**config.mk**
```make
export PLATFORM = sky130hd
export DESIGN_NAME = wb_rackctl_cmd_bridge
export DESIGN_NICKNAME = d
export VERILOG_FILES = /design/src/rtl/wb_rackctl_pkg.sv /design/src/rtl/wb_rackctl_cmd_bridge.sv
export SDC_FILE = /design/constraint.sdc
export NUM_CORES = 1
export LEC_CHECK = 0
export ABC_AREA = 1
export BUFFER_PORTS_ARGS = -buffer_cell sky130_fd_sc_hd__clkbuf_2
export CAP_MARGIN = 10
export CORE_MARGIN = 4
export CORE_UTILIZATION = 45
export CTS_CLUSTER_SIZE = 8
export DETAILED_ROUTE_END_ITERATION = 12
export GPL_ROUTABILITY_DRIVEN = 0
export PLACE_DENSITY_LB_ADDON = 0.25
export SLEW_MARGIN = 20
export SYNTH_ARGS = -nofsm -noshare
export SYNTH_HDL_FRONTEND = slang
export SYNTH_SLANG_ARGS = --single-unit
```
**constraint.sdc**
```tcl
create_clock -name wb_clk_i -period 5.8 [get_ports wb_clk_i]
set_input_delay 0.58 -clock wb_clk_i [delete_from_list [all_inputs] [get_ports wb_clk_i]]
set_output_delay 0.58 -clock wb_clk_i [all_outputs]
set_load 0.05 [all_outputs]
```
**src/rtl/wb_rackctl_pkg.sv**
```systemverilog
// rtl/wb_rackctl_pkg.sv - shared constants and types for the RACKctl command bridge
//
// Purpose: command-address layout, timeout read-back pattern, FSM state
// encoding and termination kinds used by wb_rackctl_cmd_bridge.
package wb_rackctl_pkg;

  localparam int RACKCTL_ADDR_W  = 24;
  localparam int WB_ADR_W        = 22;
  localparam int RACKCTL_RNW_BIT = 23;

  localparam logic [31:0] TIMEOUT_DATA = 32'hDEADDEAD;

  typedef enum logic [2:0] {
    ST_IDLE      = 3'd0,
    ST_ISSUE     = 3'd1,
    ST_WAIT_RESP = 3'd2,
    ST_TERM      = 3'd3,
    ST_DRAIN     = 3'd4
  } bridge_state_e;

  typedef enum logic [1:0] {
    TERM_ACK = 2'd0,
    TERM_ERR = 2'd1,
    TERM_RTY = 2'd2
  } term_kind_e;

endpackage

```
**src/rtl/wb_rackctl_cmd_bridge.sv**
```systemverilog
// rtl/wb_rackctl_cmd_bridge.sv - WISHBONE slave to RACKctl command-buffer bridge
//
// Purpose: turns one WB classic cycle into one command (24-bit address,
// 32-bit data, valid/ack) and returns the single-strobe response as the WB
// termination. One outstanding command; a counter bounds the wait for the
// response and a timeout terminates with a failure.
//
// Ports:
//   wb_clk_i, wb_rst_i        clock, synchronous active-high reset
//   wb_cyc_i .. wb_sel_i      WB slave request
//   wb_ack_o/err_o/rty_o      WB termination (single-cycle pulse)
//   wb_dat_o                  WB read data, valid with the termination pulse
//   cmd_addr_o/data_o/valid_o command to the RACKctl master, cmd_ack_i accepts
//   resp_data_i/valid_i/err_i response strobe from the RACKctl master
//
// Build option: WB_RACKCTL_BRIDGE_RETRY_EN - timeouts and error responses
// terminate with wb_rty_o instead of wb_err_o; undefined ties wb_rty_o low.
module wb_rackctl_cmd_bridge
  import wb_rackctl_pkg::*;
#(
  parameter int unsigned TIMEOUT_CYCLES = 1024,
  parameter string       DEBUG          = "FALSE"
) (
  input  logic                      wb_clk_i,
  input  logic                      wb_rst_i,
  input  logic                      wb_cyc_i,
  input  logic                      wb_stb_i,
  input  logic                      wb_we_i,
  input  logic [WB_ADR_W-1:0]       wb_adr_i,
  input  logic [31:0]               wb_dat_i,
  input  logic [3:0]                wb_sel_i,
  output logic                      wb_ack_o,
  output logic                      wb_err_o,
  output logic                      wb_rty_o,
  output logic [31:0]               wb_dat_o,
  output logic [RACKCTL_ADDR_W-1:0] cmd_addr_o,
  output logic [31:0]               cmd_data_o,
  output logic                      cmd_valid_o,
  input  logic                      cmd_ack_i,
  input  logic [31:0]               resp_data_i,
  input  logic                      resp_valid_i,
  input  logic                      resp_err_i
);

  localparam logic [2:0] IDLE      = ST_IDLE;
  localparam logic [2:0] ISSUE     = ST_ISSUE;
  localparam logic [2:0] WAIT_RESP = ST_WAIT_RESP;
  localparam logic [2:0] TERM      = ST_TERM;
  localparam logic [2:0] DRAIN     = ST_DRAIN;

  localparam int unsigned       CNT_W    = $clog2(TIMEOUT_CYCLES);
  localparam logic [CNT_W-1:0]  CNT_TERM = CNT_W'(TIMEOUT_CYCLES - 1);

`ifdef WB_RACKCTL_BRIDGE_RETRY_EN
  localparam term_kind_e FAIL_TERM = TERM_RTY;
`else
  localparam term_kind_e FAIL_TERM = TERM_ERR;
`endif

  logic [2:0]                state;
  logic [CNT_W-1:0]          cnt;
  logic [CNT_W-1:0]          cnt_next;
  logic                      timeout_hit;
  logic                      abandon_q;
  term_kind_e                term_q;
  logic [31:0]               result_q;
  logic [RACKCTL_ADDR_W-1:0] issue_addr;

  always_comb begin
    issue_addr                  = {{(RACKCTL_ADDR_W - WB_ADR_W){1'b0}}, wb_adr_i};
    issue_addr[RACKCTL_RNW_BIT] = ~wb_we_i;
  end

  // Saturating counter; the timeout fires on the edge where it reaches the
  // terminal count, and stays asserted once saturated (used by DRAIN).
  assign cnt_next    = (cnt == CNT_TERM) ? cnt : cnt + 1'b1;
  assign timeout_hit = (cnt_next == CNT_TERM);

`ifndef WB_RACKCTL_BRIDGE_RETRY_EN
  assign wb_rty_o = 1'b0;
`endif

  always_ff @(posedge wb_clk_i) begin
    if (wb_rst_i) begin
      state       <= IDLE;
      cnt         <= '0;
      abandon_q   <= 1'b0;
      term_q      <= TERM_ACK;
      result_q    <= '0;
      wb_ack_o    <= 1'b0;
      wb_err_o    <= 1'b0;
`ifdef WB_RACKCTL_BRIDGE_RETRY_EN
      wb_rty_o    <= 1'b0;
`endif
      wb_dat_o    <= '0;
      cmd_addr_o  <= '0;
      cmd_data_o  <= '0;
      cmd_valid_o <= 1'b0;
    end else begin
      // Termination and read data are single-cycle pulses.
      wb_ack_o <= 1'b0;
      wb_err_o <= 1'b0;
`ifdef WB_RACKCTL_BRIDGE_RETRY_EN
      wb_rty_o <= 1'b0;
`endif
      wb_dat_o <= '0;

      case (state)
        IDLE: begin
          if (wb_cyc_i && wb_stb_i) begin
            if (wb_we_i && (wb_sel_i != 4'hF)) begin
              // The command path carries whole words only.
              term_q   <= TERM_ERR;
              result_q <= '0;
              state    <= TERM;
            end else begin
              cmd_addr_o  <= issue_addr;
              cmd_data_o  <= wb_we_i ? wb_dat_i : 32'h0;
              cmd_valid_o <= 1'b1;
              abandon_q   <= 1'b0;
              state       <= ISSUE;
            end
          end
        end

        ISSUE: begin
          // An abandoned cycle still has to push its command through.
          if (!wb_cyc_i) abandon_q <= 1'b1;
          if (cmd_ack_i) begin
            cmd_valid_o <= 1'b0;
            cmd_addr_o  <= '0;
            cmd_data_o  <= '0;
            cnt         <= '0;
            state       <= (abandon_q || !wb_cyc_i) ? DRAIN : WAIT_RESP;
          end
        end

        WAIT_RESP: begin
          cnt <= cnt_next;
          if (resp_valid_i) begin
            result_q <= resp_data_i;
            term_q   <= resp_err_i ? FAIL_TERM : TERM_ACK;
            state    <= TERM;
          end else if (!wb_cyc_i) begin
            state <= DRAIN;
          end else if (timeout_hit) begin
            result_q <= TIMEOUT_DATA;
            term_q   <= FAIL_TERM;
            state    <= TERM;
          end
        end

        TERM: begin
          if (wb_cyc_i && wb_stb_i) begin
            wb_dat_o <= result_q;
            case (term_q)
              TERM_ACK: wb_ack_o <= 1'b1;
              TERM_ERR: wb_err_o <= 1'b1;
`ifdef WB_RACKCTL_BRIDGE_RETRY_EN
              default:  wb_rty_o <= 1'b1;
`else
              default:  wb_err_o <= 1'b1;
`endif
            endcase
          end
          state <= IDLE;
        end

        DRAIN: begin
          cnt <= cnt_next;
          if (resp_valid_i || timeout_hit) state <= IDLE;
        end

        default: state <= IDLE;
      endcase
    end
  end

  generate
    if (DEBUG == "TRUE") begin : g_ila
      (* mark_debug = "true" *) logic [2:0]       ila_state_unused;
      (* mark_debug = "true" *) logic [CNT_W-1:0] ila_cnt_unused;
      assign ila_state_unused = state;
      assign ila_cnt_unused   = cnt;
    end
  endgenerate

endmodule

```
Word-level counts from Yosys, hierarchy flattened
Cells that the tools add are included.
{ "classes": {"n_addsub": 1, "multipliers": 0, "div": 0, "order_cmp": 0, "eq_ne": 16, "shift": 0, "n_mux": 44, "bitwise": 3, "reduce_logical": 17} }
{ "ops": {"columns": ["cell", "count"], "rows": [
  ["$mux 32", 9],
  ["$pmux 32 s2", 2],
  ["$mux 24", 3],
  ["$pmux 24 s2", 1],
  ["$mux 3", 7],
  ["$eq 10x10->1 const B", 2],
  ["$mux 10", 2],
  ["$pmux 10 s2", 1],
  ["$mux 2", 6],
  ["$ne 2x2->1 const B", 6],
  ["$pmux 3 s4", 1],
  ["$reduce_and 4->1", 3],
  ["$add 10x1->10 const B", 1],
  ["$mux 1", 9],
  ["$ne 4x4->1 const B", 2],
  ["$eq 3x2->1 const B", 2],
  ["$ne 3x3->1 const B", 2],
  ["$reduce_bool 2->1", 3],
  ["$reduce_and 5->1", 1],
  ["$pmux 1 s2", 2],
  ["$pmux 2 s2", 1],
  ["$eq 3x1->1 const B", 1],
  ["$eq 3x3->1 const B", 1],
  ["$logic_not 3->1", 1],
  ["other kinds (8)", 12]
]} }
{ "totals": {"register_bits": 139, "latch_bits": 0, "mem_bits_rw": 0, "mem_bits_ro": 0, "output_inout_bits": 92, "wordCells": 92, "n_memories": 0} }

Logic depth before layout (Yosys ltp)
{ "depth": {"depth_word": 7, "mapped_depth": 16, "depth_no_buf": 15} }

Worst setup path before layout
OpenSTA, ideal clock, no wires.
{ "synth_path": {"path_kind": "reg2reg", "from": "register cnt[0]", "to": "register result_q[10]", "setup_time_ns": 0.112, "arrival_time_ns": 1.821, "required_ns": 5.688, "slack_ns": 3.867, "path_stages_with_launch": 14, "n_path_buf": 1, "path_cell_list": "dfxtp_1 > ha_1 > nand2_1 > nor2_4 > nand3_4 > nand2_1 > nand2_1 > nor2_1 > nand3_2 > nand3_2 > nand3_4 > buf_4 > nor2b_1 > nor2_1"} }
{ "synth_between": {"elab_chain_len": 5, "elab_cells_between_ends": 6, "cone_classes": "add/sub: 1; eq/ne: 3; mux: 1; reduce/logical: 1"} }
{ "synth_rtl": {"columns": ["item", "line_no", "text"], "rows": [
  ["start, declared", "wb_rackctl_cmd_bridge.sv:61", "logic [CNT_W-1:0] cnt;"],
  ["start signal, assigned", "wb_rackctl_cmd_bridge.sv:139", "cnt <= cnt_next;"],
  ["start signal, assigned", "wb_rackctl_cmd_bridge.sv:170", "cnt <= cnt_next;"],
  ["$add 10x1->10 / $eq 10x10->1 (equally long branches)", "wb_rackctl_cmd_bridge.sv:76", "assign cnt_next = (cnt == CNT_TERM) ? cnt : cnt + 1'b1;"],
  ["$mux 10 *", "wb_rackctl_cmd_bridge.sv:76", null],
  ["$eq 10x10->1 *", "wb_rackctl_cmd_bridge.sv:77", "assign timeout_hit = (cnt_next == CNT_TERM);"],
  ["$ne 3x3->1 (no source line) *", null, null],
  ["$reduce_and 5->1 (no source line) *", null, null],
  ["end signal, assigned", "wb_rackctl_cmd_bridge.sv:141", "result_q <= resp_data_i;"],
  ["end, declared", "wb_rackctl_cmd_bridge.sv:66", "logic [31:0] result_q;"]
]} }
Every way passes the cells marked *; elsewhere a longest branch is shown, timed or not.
A chain may end at the register's enable or synchronous reset.

Final worst setup path
{ "layout_path": {"from": "register cnt[0]", "to": "register result_q[27]"} }
The elaborated chain is that of the path after synthesis.

==> reports/results.tsv <==
metric	value	unit
final period utilization	45.3	%
clock-pin slew of the registers on the worst-case setup and hold paths	60	ps
met1 Resource Use GR	25.0	%
Hold Slack	392	ps
post-CTS resize count	0	
number of inserted diodes	0	
post-route minimum period	2630	ps
initial antenna violation count	0	
Finished Core Util	59.3	%
crit path kind	reg2reg	
setup bufs post-CTS	0	
fill count	1062	
vias	4896	
crit-path leading delay family	simple AND/OR/NAND/NOR gates	
CP Launch Type	flip-flop	
GRT busiest layer	met2	
Hold Path Class	in2reg	
status	completed	
final setup fails	0	
setup_tns	0	ps
Mapped Area	5300	um2
CP max stage delay	470	ps
Achievable Freq	380	MHz
number of max-cap violations	0	
I/O Buffers	187	
leakage	3.07	nW
Vias/cell	4.70	
Yosys warning total	0	
Starting Density	46.2	%
Cell variety after synth	33	
Avg Cell Area, Syn	7.42	um2
vias in the first global route	4522	
total core area	11500	um2
worst path cell trace	ha_1, nand2_1, nor2_4, nand3_4, nand3_1, nand2_1, nor2_1, nand3_2, nand3_2, nand3_4, nor2b_1, nor2_1	
Hold Buf Count CTS	0	
Area growth, synth to finish	28.4	%
Worst EP arrival	2930	ps
Iter 0 DRT Violations	349	
WP buf/inv	0	
largest net degree at the start of global routing	69	
Seq/Total Area, Yosys	51.7	%
most frequent cells in the layout	nand2_1 (235), clkbuf_2 (187), dfxtp_1 (137)	
Die H	117	um
DRT Wirelength	13300	um
commonest non-fill, non-tap cell in the layout	nand2_1	
WP data required	6100	ps
endpoint class of the critical path	flip-flop	
DRT Pass-1 Iters	4	
Die Area	13600	um2
total global-route track usage	19.8	%
slowest CP cell	nand3_4	
Slew HR	36.8	%
WL per Instance	12.7	um
DP HPWL	9130	um
CTS tree	built	
Rows	39	
Clock Skews	7.79	ps
ranking of synthesized cells by area	dfxtp_1 (52%), nand2_1 (17%), a21oi_1 (7.5%), nor2_1 (5.6%), inv_1 (4.0%)	
Remaining DRCs	0	
worst slew pin tran	948	ps
Final Hold Vio Count	0	
CP max FO	54	
Max clock buf depth	2	
Synth top area share	51.7	%
global-route wire length before repair	21300	um
clk_lat worst skew	410	ps
GR Layer Usage met2	30.5	%
unrepaired setup endpoints after global routing	no	
H-tree Lvls	4	
clk sink count	137	
Cell Count Post-Placement	1011	
Max VDD drop	0.000266	V
Slew Limit Fails	0	
share of layout cells above drive strength 1	25.7	%
#FFs+latches synth	137	
post-synthesis cell count	714	
final non-filler cell total	1042	
antenna violation net count after detailed routing	0	
leading area contributor after synthesis	dfxtp_1	
fin nets	986	
Ports	190	
Overflow after GRT	0	
clock root buffer	clkbuf_16	
die width	117	um
pwr/cell area	430	nW/um2
met3 Use GR	7.51	%
CTS Buf Count	17	
[cell type report]
cell class	count	area [um2]	area share [%]
clock inverters	10	96.3	1.42
clock buffers	21	460	6.77
multi-input cells	481	2140	31.5
inverters	60	225	3.31
repair buffers	190	958	14.1
well taps	143	179	2.63
flip-flops and latches	137	2740	40.3
[flip-flops by register name, indices dropped and copies added, names as in the netlist]
signal	count
cmd_valid_o	1
wb_err_o	1
abandon_q	1
cmd_data_o	32
wb_dat_o	32
result_q	32
term_q	1
cmd_addr_o	23
cnt	10
state	3
wb_ack_o	1
[synthesized netlist by cell type (all sizes together)]
cell type / count
nor3: 3
xor2: 1
a21oi: 79
or2: 1
o31ai: 1
nor2: 81
inv: 59
conb: 1
a211oi: 2
xnor2: 1
a31oi: 2
nor2b: 21
a41oi: 1
o21bai: 1
nand3b: 2
ha: 1
nand3: 12
buf: 17
nand4: 8
o21ai: 24
o21a: 1
clkinv: 1
dfxtp: 137
nand2: 237
clkbuf: 20
[power breakdown]
group	switching, mW	internal [mW]
Sequential	0.0531	1.07
Clock	0.388	0.610
Combinational	0.583	0.227
[stage by stage]
step	worst slack [ps]	instance area, um2	total power, mW
2_1_floorplan	3870	5300	1.79
3_3_place_gp	3180	6250	1.94
3_5_place_dp	3120	6250	1.94
4_1_cts	3180	6800	2.95
5_1_grt	2870	6800	3.11
6_report	3170	6800	2.93
[kinds of logic after synthesis]
group	Yosys count	synth area share, %
flops	137	51.7
compound gates	111	10.9
simple gates	365	28.8
buf+inv	97	7.91
xor+xnor	2	0.331
fa+ha+maj	1	0.236
other cells	1	0.0708
[final timing paths]
path / from / to / slack [ps] / cells after the start
max: cnt[0] / result_q[27] / 3170 / 12
min: wb_adr_i[0] / cmd_addr_o[0] / 390 / 3
max reg2reg: cnt[0] / result_q[27] / 3170 / 12
min reg2reg: term_q[0] / wb_ack_o / 420 / 1
[tightest hold or removal path: cells and delay by family]
kind / cells / cell delay (ps)
buffers and inverters: 1 / 80
and+or+nand+nor: 1 / 50
AOI/OAI and AO/OA: 1 / 50
[metal layers]
metal	wire (um)	share of wire (%)
met1	5880	44
met2	5870	44
met3	1240	9.4
met4	284	2.1
met5	0	0
Power figures use the tool's default switching activity.
